`src/rtl/plru_tree.sv`:
```
// Tree pseudo-LRU engine for one cache set: walks one tree level per clock for a hit, fill or victim search.
// Define PLRU_ERR_EN to add the err output that flags illegal hit/miss pairs and out-of-range hits.
module plru_tree #(
    parameter  int SETWAY      = 4,
    localparam int BITS_SETWAY = $clog2(SETWAY)
) (
    input  logic                   clk,
    input  logic                   rst,
    input  logic [BITS_SETWAY-1:0] line_num,
    input  logic [SETWAY-2:0]      bTree_in,
    input  logic                   hit,
    input  logic                   miss,
    input  logic [BITS_SETWAY:0]   linesInSet_in,
    output logic [SETWAY-2:0]      bTree_out,
    output logic                   bTree_valid,
    output logic [BITS_SETWAY-1:0] index_out,
`ifdef PLRU_ERR_EN
    output logic                   err,
`endif
    output logic                   busy
);

    localparam int LW     = BITS_SETWAY + 1;
    localparam int NODE_W = BITS_SETWAY + 1;
    localparam int LVL_W  = (BITS_SETWAY > 1) ? $clog2(BITS_SETWAY) : 1;

    typedef enum logic [1:0] {IDLE, WALK, DONE} state_t;

    state_t                   state_q, state_d;
    logic [SETWAY-2:0]        tree_q, tree_d;
    logic [NODE_W-1:0]        node_q, node_d;
    logic [LVL_W-1:0]         level_q, level_d;
    logic [BITS_SETWAY-1:0]   tgt_q, tgt_d;
    logic                     victim_q, victim_d;
    logic [SETWAY-2:0]        btree_q, btree_d;
    logic [BITS_SETWAY-1:0]   index_q, index_d;
    logic                     err_q, err_d;

    logic [BITS_SETWAY:0]     lines_cl;
    logic                     cur_bit;
    logic                     dir;
    logic [SETWAY-2:0]        tree_nxt;
    logic [NODE_W-1:0]        node_nxt;
    logic [NODE_W-1:0]        leaf;

    assign lines_cl = (linesInSet_in > LW'(SETWAY)) ? LW'(SETWAY) : linesInSet_in;

    // Hit/fill steer toward the target and victim search follows the stored bit;
    // in both cases the visited node is rewritten to point away from the chosen child.
    always_comb begin
        cur_bit = 1'b0;
        for (int n = 0; n < SETWAY - 1; n++) begin
            if (node_q == NODE_W'(n)) cur_bit = tree_q[n];
        end
        dir      = victim_q ? cur_bit : tgt_q[BITS_SETWAY-1];
        tree_nxt = tree_q;
        for (int n = 0; n < SETWAY - 1; n++) begin
            if (node_q == NODE_W'(n)) tree_nxt[n] = ~dir;
        end
        node_nxt = (node_q << 1) + NODE_W'(1) + NODE_W'(dir);
        leaf     = node_nxt - NODE_W'(SETWAY - 1);
    end

    always_comb begin
        // NOTE: every next-state signal gets a default first so no path can infer a latch.
        state_d  = state_q;
        tree_d   = tree_q;
        node_d   = node_q;
        level_d  = level_q;
        tgt_d    = tgt_q;
        victim_d = victim_q;
        btree_d  = btree_q;
        index_d  = index_q;
        err_d    = 1'b0;
        case (state_q)
            IDLE: begin
                if (hit ^ miss) begin
                    tree_d   = bTree_in;
                    node_d   = '0;
                    level_d  = '0;
                    victim_d = miss && (lines_cl == LW'(SETWAY));
                    tgt_d    = hit ? line_num : lines_cl[BITS_SETWAY-1:0];
                    state_d  = WALK;
                end
                if ((hit && miss) || (hit && !miss && ({1'b0, line_num} >= lines_cl)))
                    err_d = 1'b1;
            end
            WALK: begin
                tree_d  = tree_nxt;
                node_d  = node_nxt;
                tgt_d   = tgt_q << 1;
                level_d = level_q + LVL_W'(1);
                if (level_q == LVL_W'(BITS_SETWAY - 1)) begin
                    btree_d = tree_nxt;
                    index_d = leaf[BITS_SETWAY-1:0];
                    state_d = DONE;
                end
            end
            DONE:    state_d = IDLE;
            default: state_d = IDLE;
        endcase
    end

    // NOTE: sequential state uses non-blocking assignments so all registers update together.
    always_ff @(posedge clk) begin
        if (rst) begin
            state_q  <= IDLE;
            tree_q   <= '0;
            node_q   <= '0;
            level_q  <= '0;
            tgt_q    <= '0;
            victim_q <= 1'b0;
            btree_q  <= '0;
            index_q  <= '0;
            err_q    <= 1'b0;
        end else begin
            state_q  <= state_d;
            tree_q   <= tree_d;
            node_q   <= node_d;
            level_q  <= level_d;
            tgt_q    <= tgt_d;
            victim_q <= victim_d;
            btree_q  <= btree_d;
            index_q  <= index_d;
            err_q    <= err_d;
        end
    end

    assign bTree_out   = btree_q;
    assign index_out   = index_q;
    assign bTree_valid = (state_q == DONE);
    assign busy        = (state_q != IDLE);

`ifdef PLRU_ERR_EN
    assign err = err_q;
`else
    logic unused_err;
    assign unused_err = err_q;
`endif

endmodule

```
`config.mk`:
```
export PLATFORM = sky130hd
export DESIGN_NAME = plru_tree
export DESIGN_NICKNAME = d
export VERILOG_FILES = /design/src/rtl/plru_tree.sv
export SDC_FILE = /design/constraint.sdc
export NUM_CORES = 1
export LEC_CHECK = 0
export CORE_UTILIZATION = 36
export CTS_CLUSTER_DIAMETER = 150
export CTS_CLUSTER_SIZE = 30
export DETAILED_ROUTE_END_ITERATION = 10
export SYNTH_ARGS = -nofsm -noshare
export SYNTH_HDL_FRONTEND = slang
export SYNTH_SLANG_ARGS = --single-unit
```
`constraint.sdc`:
```
create_clock -name clk -period 2 [get_ports clk]
set_clock_uncertainty 0.05 [all_clocks]
set_input_delay 0.6 -clock clk [delete_from_list [all_inputs] [get_ports clk]]
set_output_delay 0.6 -clock clk [all_outputs]
set_load 0.01 [all_outputs]
```
Yosys cells after proc, flatten, opt, wreduce, memory -nomap -nowiden
Cells that the tools add are included.

word-level totals
  word-level logic and storage cells = 51
  bits in registers = 17
  output and inout bits = 7
  input bits = 12

operators by class
  mux-type cells = 20
  reductions and logical operators = 9
  add/sub/neg operators = 4
  bitwise operators = 2
  $lt $le $gt $ge = 1
  equality and inequality tests = 7

operators by type and width
  operator                                               count
  one-hot mux 3 bit (2 select lines)                     2
  two-way mux 3 bit                                      3
  two-way mux 1 bit                                      8
  two-way mux 2 bit                                      4
  one-hot mux 2 bit (2 select lines)                     2
  AND reduction 2 bit                                    4
  inequality test 2 bit (second input constant)          2
  nonzero test 2 bit                                     2
  adder 3 x 1 -> 3 bit                                   1
  adder 3 x 1 -> 3 bit (second input constant)           1
  equality test 3 x 1 -> 1 bit (second input constant)   1
  equality test 3 x 2 -> 1 bit (second input constant)   1
  equality test 3 bit (second input constant)            1
  greater-than comparator 3 bit (second input constant)  1
  logical NOT 3 bit                                      1
  equality test 2 x 1 -> 1 bit (second input constant)   1
  equality test 2 bit (second input constant)            1
  logical NOT 2 bit                                      1
  one-hot mux 1 bit (2 select lines)                     1
  subtractor 2 bit (second input constant)               1
  adder 1 bit (second input constant)                    1
  logical AND 1 bit                                      1
  NOT 1 bit                                              1
  bitwise XOR 1 bit                                      1

Longest topological paths before layout
  depth in word-level cells = 8
  depth in mapped cells = 8
  gate-level depth less buffers = 8

Least setup slack after synthesis
OpenSTA, ideal clock, no wires.

  kind = reg-to-reg
  start = register node_q[1]
  end = register index_q[1] (netlist: index_out[1])
  data arrival time = 1928 ps
  cell stages (with the launch flop) = 8
  setup time = 91 ps
  clock period less this slack = 2069 ps
  slack = -69 ps
  path buffers = 0
  required time = 1859 ps
  path through = dfxtp_1 > or3b_1 > o2111a_1 > nor2_1 > inv_1 > ha_1 > or3_1 > a311oi_1

between the ends
  word-level cells in the longest chain between the ends = 7
  elaborated cells on any way between the ends = 9
  classes of those cells = 2 x add/sub; 2 x eq/ne; 4 x mux; 1 x reduce/logical

RTL lines
  item                            line  source
  from (decl)                     31    logic [NODE_W-1:0] node_q, node_d;
  from (signal assigned)          119   node_q <= node_d;
  logical NOT 3 bit               53    if (node_q == NODE_W'(n)) cur_bit = tree_q[n];
  two-way mux 1 bit (2 in a row)  53
  two-way mux 1 bit *             53
  two-way mux 1 bit *             55    dir = victim_q ? cur_bit : tgt_q[BITS_SETWAY-1];
  named net dir                   41    logic dir;
  adder 3 x 1 -> 3 bit *          60    node_nxt = (node_q << 1) + NODE_W'(1) + NODE_W'(dir);
  subtractor 2 bit *              61    leaf = node_nxt - NODE_W'(SETWAY - 1);
  to (signal assigned)            124   index_q <= index_d;
  to (decl)                       36    logic [BITS_SETWAY-1:0] index_q, index_d;

Mark *: on every way through the listed nets, which the timed path passes. The rest lies on a longest branch.
A chain may end at the register's enable or synchronous reset.

Worst setup path after layout
Ends and elaborated chain as after synthesis.

==> impl_metrics.tcl <==
set metrics [dict create \
    syn_area_um2 860 \
    numCtsBuffers 3 \
    critPathTopFamily "simple AND/OR/NAND/NOR gates" \
    clkPwrFrac 0.209 \
    fin_ws_ps 27.3 \
    rows 17 \
    final_common_cell "buf_4" \
    fin_area_mm2 0.00131 \
    gp_congestion 0.862 \
    nFillCells 217 \
    seq_power_share 0.441 \
    fp.dieH_um 50.9 \
    ys.flop_type "dfxtp_1" \
    avgSynthCellArea_um2 8.43 \
    drt-total-wl_um 2330 \
    antenna_cells 0 \
    synth_top_area_share 0.396 \
    final_max_slew_viol_count 0 \
    port_buffers 18 \
    yosysSeqAreaShare 0.396 \
    finalSetupViolCount 0 \
    synth-seq-cells 17 \
    timing.max_cap.violations 0 \
    clock_sinks 17 \
    netlist_top_cells_area "dfxtp_1 40%, nor2_1 5.2%, a21oi_1 4.7%" \
    fin_util 0.585 \
    clk_latency_ps 290 \
    yosysWarnings 0 \
    drtPass1Iterations 4 \
    grt_pass1_wl_um 3710 \
    outcome "finished clean" \
    start_kind "flip-flop" \
    coreArea_mm2 0.00223 \
    final_cell_mix "26 x buf_4, 16 x clkdlybuf4s50_1, 13 x dfxtp_1, 10 x nor2_1, 8 x a21oi_1" \
    netlist_instances 102 \
    fin_tns_setup_ps 0 \
    cp_slowest_cell "dfxtp_2" \
    hold_buffers 0 \
    multiInputGateArea_um2 500 \
    avgRoutedWirePerCell_um 13.4 \
    ios 19 \
    drc 0 \
    layout-drive-gt1-share 0.288 \
    synth_compound_area_frac 0.293 \
    num_vias 930 \
    endpoint_kind "flip-flop" \
    fin_crit_sh 0.986 \
    synthToLayoutAreaGrowth_pct 52.1 \
    synthXorXnorAreaFrac 0.0204 \
    max_stage_delay_ps 360 \
    die_w_um 50.9 \
    crit_fanout 4 \
    netSwitchingFraction 0.307 \
    relSlewSlack 0.619 \
    dpl_cell_area_mm2 0.00119 \
    seq_area_um2 350 \
    period_minus_slack_ps 1970 \
    required_ps 2160 \
    die_area_mm2 0.00259 \
    powerDensity_mw_per_mm2 688 \
    synth_cell_type_count 37 \
    synthAdderAreaFrac 0.0146 \
    max_freq_mhz 507 \
    yosys.area_share.simple 0.229 \
    drtIter0Drc 25 \
    antenna_found_initial 0 \
    async_reset_ff_frac 0 \
    pre_cts_ws_ps -58.1 \
    fin_nets 160 \
    antenna_left 0 \
    cp_cell_sequence "or3b_1 -> o2111a_1 -> nor2_2 -> inv_2 -> ha_4 -> or3_1 -> a311oi_1" \
    path_class "flip-flop to flip-flop" \
    syn-num-nets 115 \
    yosys.area.top_type "dfxtp_1" \
    cts_htree_levels 1 \
    critical_path_arrival_ps 2130 \
    hold_viol 0 \
    min_path_type "flip-flop to flip-flop" \
    cts_tree "yes" \
    muxShareOfSynthArea 0 \
    rsz0062_at_grt "yes" \
    worstMarginPinSlew_ps 571 \
    leakagePower_nw 0.545 \
    clk_pin_slew_ps 100 \
    synth_edf_count 0 \
    comb_power_share 0.350 \
    vias_per_cell 5.34 \
    grt.overflow.total 0 \
    grt_max_degree 11 \
    p_int_mw 0.624 \
    placed_cells 162 \
    synth_top_family_by_area "compound AO/OA/AOI/OAI gates" \
    clock_path_buffers 2 \
    clock-root-buffer "clkbuf_4" \
    p_switching_mw 0.276 \
    grt_pass1_vias 818 \
    start_util 0.385 \
    crit_buf_inv 1 \
    hpwl_um 1670 \
    grt_usage 0.199 \
    layout.cells.non_filler 174 \
    peakVddDrop_uv 353 \
]
cell usage after synthesis, drive strengths merged (2+ instances only):
cell type and instances:
inv 6, clkbuf 2, or3 3, nand2 7
dfxtp 17, or3b 2, o221ai 2, nor2 12
o211ai 2, a21oi 8, o311ai 2, a211oi 5
nor3b 2, a22oi 4, o21ai 3, buf 2
xor2 2, o21ba 2, nor2b 4
timing repair:
item                       4_1_cts  5_1_grt
setup endpoints to repair        3        1
resized for setup                9        2
pin swaps                        4        2
buffers inserted                 7        1
cell type report:
class	count	area share
Sequential cell	17	0.268
Tap cell	28	0.0268
Timing Repair Buffer	44	0.285
Inverter	6	0.0172
Multi-Input combinational cell	75	0.383
Clock buffer	4	0.0201
worst min-delay path: cells and delay by family (launching register included):
family | cells | cell delay (ps)
simple gates | 1 | 50
flops | 1 | 320
compound gates | 1 | 50
final timing paths:
path / from / end / slack [ps] / cells past startpoint
min reg2reg: tgt_q[1]$_SDFFE_PP0P_ / tgt_q[1]$_SDFFE_PP0P_ / 410 / 2
max: node_q[1]$_SDFFE_PP0P_ / index_out[1]$_SDFFE_PP0P_ / 30 / 7
max reg2reg: node_q[1]$_SDFFE_PP0P_ / index_out[1]$_SDFFE_PP0P_ / 30 / 7
min: tgt_q[1]$_SDFFE_PP0P_ / tgt_q[1]$_SDFFE_PP0P_ / 410 / 2
kinds of logic (layout without fill, tap and decap cells):
| kind of cell | Yosys count | in the layout |
|---|---|---|
| simple gates | 37 | 37 |
| flops | 17 | 17 |
| fa+ha+maj | 1 | 1 |
| xor+xnor | 2 | 2 |
| buf+inv | 10 | 54 |
| compound gates | 35 | 35 |
flip-flops by register name (all words and copies together) (netlist names):
| name | count |
|---|---|
| tgt_q | 2 |
| node_q | 3 |
| victim_q | 1 |
| bTree_out | 3 |
| level_q | 1 |
| tree_q | 3 |
| state_q | 2 |
| index_out | 2 |
power groups by stage:
| stage | Clock (mW) | Combinational, mW | Sequential [mW] |
|---|---|---|---|
| 2_1_floorplan | 0 | 0.139 | 0.401 |
| 3_3_place_gp | 0 | 0.271 | 0.401 |
| 3_5_place_dp | 0 | 0.275 | 0.403 |
| 4_1_cts | 0.197 | 0.304 | 0.396 |
| 5_1_grt | 0.210 | 0.344 | 0.401 |
| 6_report | 0.188 | 0.315 | 0.396 |
per-layer routing:
metal	wire, um	global-route usage	vias up
met3	87	0.0357	8
met1	986	0.225	416
li1	-	-	470
met4	66	0.0972	0
met5	0	0	-
met2	1190	0.358	36
through the flow:
step	hold WS (ps)	power, mW
final	407	0.899
after global routing	432	0.956
after CTS	409	0.896
after detailed placement	396	0.678
after global placement	392	0.672
after floorplan	382	0.539
(Power assumes the default switching activity.)
